==> src/rtl/unsigned_div_pkg.sv <==
// Shared types and sizing for the unsigned sequential divider.
// APPROX_DIV_TRUNC_EN selects the truncated-iteration variant.
package unsigned_div_pkg;

  typedef enum logic [1:0] {
    IDLE,
    BUSY,
    DONE
  } state_e;

  localparam int WN_DEF    = 16;
  localparam int WD_DEF    = 8;
  localparam int TRUNC_DEF = 2;

`ifdef APPROX_DIV_TRUNC_EN
  localparam bit APPROX = 1'b1;
`else
  localparam bit APPROX = 1'b0;
`endif

  function automatic int nit(
    input int wn,
    input int trunc,
    input bit approx
  );
    return approx ? wn - trunc : wn;
  endfunction

endpackage

==> src/rtl/div_restore_step.sv <==
// One restoring-division step: shift in a dividend bit, trial-subtract.
module div_restore_step #(
  parameter int WD = 8
) (
  input  logic [WD:0]   p_i,
  input  logic          bit_i,
  input  logic [WD-1:0] y_i,
  output logic [WD:0]   p_next_o,
  output logic          q_bit_o
);

  logic [WD:0] sh;
  logic [WD:0] dv;
  logic        unused_msb;

  // Top bit of P is always clear between steps, so it is shifted out.
  assign unused_msb = p_i[WD];
  assign sh         = {p_i[WD-1:0], bit_i};
  assign dv         = {1'b0, y_i};
  assign q_bit_o    = (sh >= dv);
  assign p_next_o   = q_bit_o ? sh - dv : sh;

endmodule

==> src/rtl/unsigned_seq_divider_16by8.sv <==
// Iterative unsigned divider z / y, one restoring step per cycle.
// APPROX_DIV_TRUNC_EN skips the TRUNC low quotient iterations.
module unsigned_seq_divider_16by8
  import unsigned_div_pkg::*;
#(
  parameter int WN    = WN_DEF,
  parameter int WD    = WD_DEF,
  parameter int TRUNC = TRUNC_DEF
) (
  input  logic          clk,
  input  logic          rst,
  input  logic          in_valid,
  output logic          in_ready,
  input  logic [WN-1:0] z,
  input  logic [WD-1:0] y,
  output logic          out_valid,
  input  logic          out_ready,
  output logic [WN-1:0] q,
  output logic [WD-1:0] r,
  output logic          div_zero
);

  localparam int NIT = nit(WN, TRUNC, APPROX);
  localparam int CW  = $clog2(WN);

  state_e        state_q, state_d;
  logic [CW-1:0] cnt_q, cnt_d;
  logic [WN-1:0] qsh_q, qsh_d;
  logic [WD-1:0] dvs_q, dvs_d;
  logic [WD:0]   p_q, p_d;
  logic          dz_q, dz_d;

  logic [WD:0]   p_nx;
  logic          qb;

  div_restore_step #(.WD(WD)) u_step (
    .p_i      (p_q),
    .bit_i    (qsh_q[WN-1]),
    .y_i      (dvs_q),
    .p_next_o (p_nx),
    .q_bit_o  (qb)
  );

  always_comb begin
    state_d = state_q;
    cnt_d   = cnt_q;
    qsh_d   = qsh_q;
    dvs_d   = dvs_q;
    p_d     = p_q;
    dz_d    = dz_q;
    unique case (state_q)
      IDLE: begin
        if (in_valid) begin
          state_d = BUSY;
          cnt_d   = '0;
          dvs_d   = y;
          dz_d    = (y == '0);
          if (y == '0) begin
            qsh_d = '1;
            p_d   = {1'b0, z[WD-1:0]};
          end else begin
            // Truncated mode still loads all of z: only the top NIT
            // bits are ever shifted into P, i.e. z >> TRUNC.
            qsh_d = z;
            p_d   = '0;
          end
        end
      end
      BUSY: begin
        if (dz_q) begin
          state_d = DONE;
        end else begin
          p_d   = p_nx;
          qsh_d = {qsh_q[WN-2:0], qb};
          cnt_d = cnt_q + 1'b1;
          if (cnt_q == CW'(NIT - 1)) begin
            state_d = DONE;
          end
        end
      end
      DONE: begin
        if (out_ready) begin
          state_d = IDLE;
        end
      end
      default: state_d = IDLE;
    endcase
  end

  always_ff @(posedge clk or posedge rst) begin
    if (rst) begin
      state_q <= IDLE;
      cnt_q   <= '0;
      qsh_q   <= '0;
      dvs_q   <= '0;
      p_q     <= '0;
      dz_q    <= 1'b0;
    end else begin
      state_q <= state_d;
      cnt_q   <= cnt_d;
      qsh_q   <= qsh_d;
      dvs_q   <= dvs_d;
      p_q     <= p_d;
      dz_q    <= dz_d;
    end
  end

  assign in_ready  = (state_q == IDLE);
  assign out_valid = (state_q == DONE);
  assign r         = p_q[WD-1:0];
  assign div_zero  = dz_q;

`ifdef APPROX_DIV_TRUNC_EN
  assign q = dz_q ? '1 : {qsh_q[NIT-1:0], {TRUNC{1'b0}}};
`else
  assign q = dz_q ? '1 : qsh_q;
`endif

endmodule

==> config.mk <==
export PLATFORM = sky130hd
export DESIGN_NAME = unsigned_seq_divider_16by8
export DESIGN_NICKNAME = d
export VERILOG_FILES = /design/src/rtl/unsigned_div_pkg.sv /design/src/rtl/div_restore_step.sv /design/src/rtl/unsigned_seq_divider_16by8.sv
export SDC_FILE = /design/constraint.sdc
export NUM_CORES = 1
export LEC_CHECK = 0
export CORE_MARGIN = 4
export CORE_UTILIZATION = 45
export DETAILED_ROUTE_END_ITERATION = 6
export PLACE_DENSITY = 0.77
export SLEW_MARGIN = 20
export SYNTH_ARGS = -nofsm -noshare
export SYNTH_HDL_FRONTEND = slang
export SYNTH_SLANG_ARGS = --single-unit
==> constraint.sdc <==
create_clock -name clk -period 2.1 [get_ports clk]
set_input_delay 0.63 -clock clk [delete_from_list [all_inputs] [get_ports clk]]
set_output_delay 0.63 -clock clk [all_outputs]
set_load 0.01 [all_outputs]
==> impl_metrics.yaml, run 1 <==
floorplan:
  rows: 25
  core_region_area_um2: 4790
  start_util_pct: 47.3
  io_pins: 55
  die-width_um: 78.9
  dieArea_um2: 6230
  die_h_um: 78.9
clocking:
  ctsHoldBuffers: 0
  tritoncts: "done"
  path_clk_slew_ns: 0.07
  cts_max_level: 2
  numClockSinks: 39
  clock_latency_ns: 0.29
  cts_setup_buffers: 0
  clockBufferDepth: 2
  cts_buffers: 5
  clock-root-buffer: "clkbuf_8"
global_route:
  use_met2_pct: 33.8
  grt_pass1_wl_mm: 9.74
  met1_usage_pct: 25.4
  grt_pass1_vias: 2122
  antenna_found_initial: 0
  grt_max_degree: 40
  grt_usage_pct: 19.4
  use_met3_pct: 3.51
  overflow: 0
  busiest_layer: "met2"
critical_path:
  cp-end-kind: "primary output"
  cp.required_ns: 1.47
  worstSetupPathType: "reg -> out"
  crit_fanout: 22
  crit_path_start_kind: "flip-flop"
  worstPathArrival_ns: 1.43
  r2r_slack_ns: 0.08
routing:
  num_vias: 2194
  detail_route.first_pass.iterations: 4
  wl_mm: 5.80
  avgRoutedWirePerCell_um: 14.3
  post-route-drc-count: 0
  via_per_inst: 5.42
  drt_iter0_markers: 166
  ant_nets: 0
synthesis:
  synthAdderAreaFrac_pct: 5.86
  syn_nets: 303
  synth_top_family_by_area: "compound AO/OA/AOI/OAI gates"
  syn_area_um2: 2260
  syn_inst: 265
  postSynthAreaPerCell_um2: 8.54
  synth-xor-area-share_pct: 1.55
  synthDistinctLibCells: 41
  ys_seq_area_share_pct: 43.1
  synth-compound-area-share_pct: 22.3
  synth_largest_area_cell: "dfrtp_1"
  synthMuxAreaShare_pct: 2.21
  yosysTopAreaCellShare_pct: 43.1
  ys_ff_latch: 39
  synth_area_leaders: "dfrtp_1 43%, o21ai_0 8.2%, nand2_1 6.1%"
  synth.yosys.warnings: 0
  synth_simple_gate_area_share_pct: 19.7
timing:
  rsz0062_at_grt: "no"
  fmax_mhz: 485
  slew-limit-headroom_pct: 67.4
  drv_slew: 0
  hold_violations: 0
  fin_crit_sh_pct: 98.2
  tightest_slew_ns: 0.489
  min_period_ns: 2.06
  setup_viol: 0
  fin_skew_ns: 0.00751
placement:
  post-dp-hpwl_mm: 4.47
  gp_congestion: 0.803
  io_buffers: 54
  dpl_cell_area_um2: 3030
  dp_cells: 397
power:
  p_leak_nw: 1.45
  vdd_drop_max_mv: 0.940
  power_density_nw_per_um2: 1810
  p_total_mw: 5.62
outcome:
  outcome: "finished, final reports clean"
final_layout:
  syn2layout_area_growth_pct: 37.6
  antenna_cells: 0
  fin_cells: 405
  layout-drive-gt1-share_pct: 15.7
  fin_area_um2: 3110
  nNetsFinal: 375
  fin_util_pct: 65.0
job:
  cap_violations: 0
min_path:
  hold_path.class: "reg -> reg"
synthesized netlist by cell type:
library cell   n
or4b_1         1
nand3_1        5
a21oi_1       16
o221a_2        1
and3_1         5
o2111ai_1      1
a31oi_1        2
nand4bb_1      1
or2_2         15
nand2b_1       1
o221ai_1       1
mux2i_1        5
o31a_1         1
nor2b_1        3
inv_1         16
o21a_1         3
o211ai_1       1
nand4_1        1
dfrtp_1       39
nor2_2         2
fa_1           1
o21ai_2        1
nor3_1         2
buf_2          4
nand2_1       37
a21oi_2        1
nor4_1         2
xor2_1         4
o21bai_1       1
and2_1         1
clkbuf_1       8
nor2_1        17
buf_4          1
o22ai_1       12
o21ai_0       37
o311ai_0       1
a21o_1         2
o2bb2ai_1      2
ha_1           9
a311o_1        1
a22oi_1        1
sequential cells by signal, indices dropped and copies added, names as in the netlist:
name / count
qsh_q: 16
dvs_q: 8
p_q: 8
cnt_q: 4
state_q: 2
div_zero: 1
worst max-delay path, cell delays in order (launching register included):
cell	delay, ns
dfrtp_1	0.40
buf_12	0.16
or2_2	0.29
dlygate4sd2_1	0.29
where the power goes:
| group | switching (mW) | total, mW | internal, mW |
|---|---|---|---|
| logic | 1.88 | 3.70 | 1.82 |
| clock network | 0.258 | 0.490 | 0.232 |
| registers | 0.270 | 1.43 | 1.16 |
metal layers:
layer | share of wire, % | up-vias | wire length [um]
met2 | 50 | 53 | 2880
li1 | - | 1079 | -
met5 | 0 | - | 0
met4 | 0.76 | 0 | 44
met3 | 4.4 | 5 | 256
met1 | 45 | 1057 | 2620
area by class of cell:
class / instances / area [um^2]
Fill cell: 429 / 1670
Multi-Input combinational cell: 197 / 1180
Sequential cell: 39 / 976
Timing Repair Buffer: 78 / 731
Tap cell: 67 / 83.8
Clock buffer: 6 / 72.6
Inverter: 16 / 60.1
Clock inverter: 2 / 12.5
cell usage in the layout (no fill, tap or decap), drive strengths merged, types with 4 or more instances in the layout:
| cell | count |
|---|---|
| xor2 | 4 |
| clkdlybuf4s50 | 36 |
| or2 | 15 |
| dfrtp | 39 |
| buf | 24 |
| and3 | 5 |
| dlygate4sd2 | 14 |
| mux2i | 5 |
| o22ai | 12 |
| nor2 | 19 |
| a21oi | 17 |
| nand3 | 5 |
| clkbuf | 6 |
| inv | 16 |
| o21ai | 38 |
| ha | 9 |
| nand2 | 37 |
cell families (layout without fill, tap and decap cells):
kind of cell,after synthesis,count (layout)
and+or+nand+nor,93,93
AOI/OAI and AO/OA,85,85
DFF,39,39
buffers and inverters,29,102
adders and majority gates,10,10
muxes,5,5
xor gates and xnor gates,4,4
stage by stage:
step | hold WS [ns] | setup TNS, ns | setup WS, ns
after global placement | 0.477 | -0.300 | -0.0642
after detailed placement | 0.481 | -1.80 | -0.170
final | 0.495 | 0 | 0.0378
after floorplan | 0.452 | 0 | 0.0389
after global routing | 0.509 | 0 | 0.00271
after CTS | 0.501 | 0 | 0.0154
worst paths after layout:
check | start | endpoint | cells past startpoint
hold / removal | dvs_q[0] | dvs_q[0] | 2
max in group asynchronous | rst | div_zero | 3
setup reg to reg | p_q[2] | p_q[7] | 7
min in group asynchronous | rst | qsh_q[11] | 3
setup / recovery | div_zero | q[3] | 3
hold reg to reg | dvs_q[0] | dvs_q[0] | 2
timing repair:
item                                    CTS  global route
pin swaps                                 0             1
gates resized for setup                  17             6
endpoints found under the setup margin   17            10
endpoints found under the hold margin     0             0
(Power assumes the default switching activity.)
==> run 2, diff against run 1 <==
--- a/config.mk
+++ b/config.mk
@@ -5,6 +5,7 @@
 export SDC_FILE = /design/constraint.sdc
 export NUM_CORES = 1
 export LEC_CHECK = 0
+export CAP_MARGIN = 30
 export CORE_MARGIN = 4
 export CORE_UTILIZATION = 45
 export DETAILED_ROUTE_END_ITERATION = 6
==> results of run 2 <==
The final DEF is identical to that of run 1; final timing and power are the same.
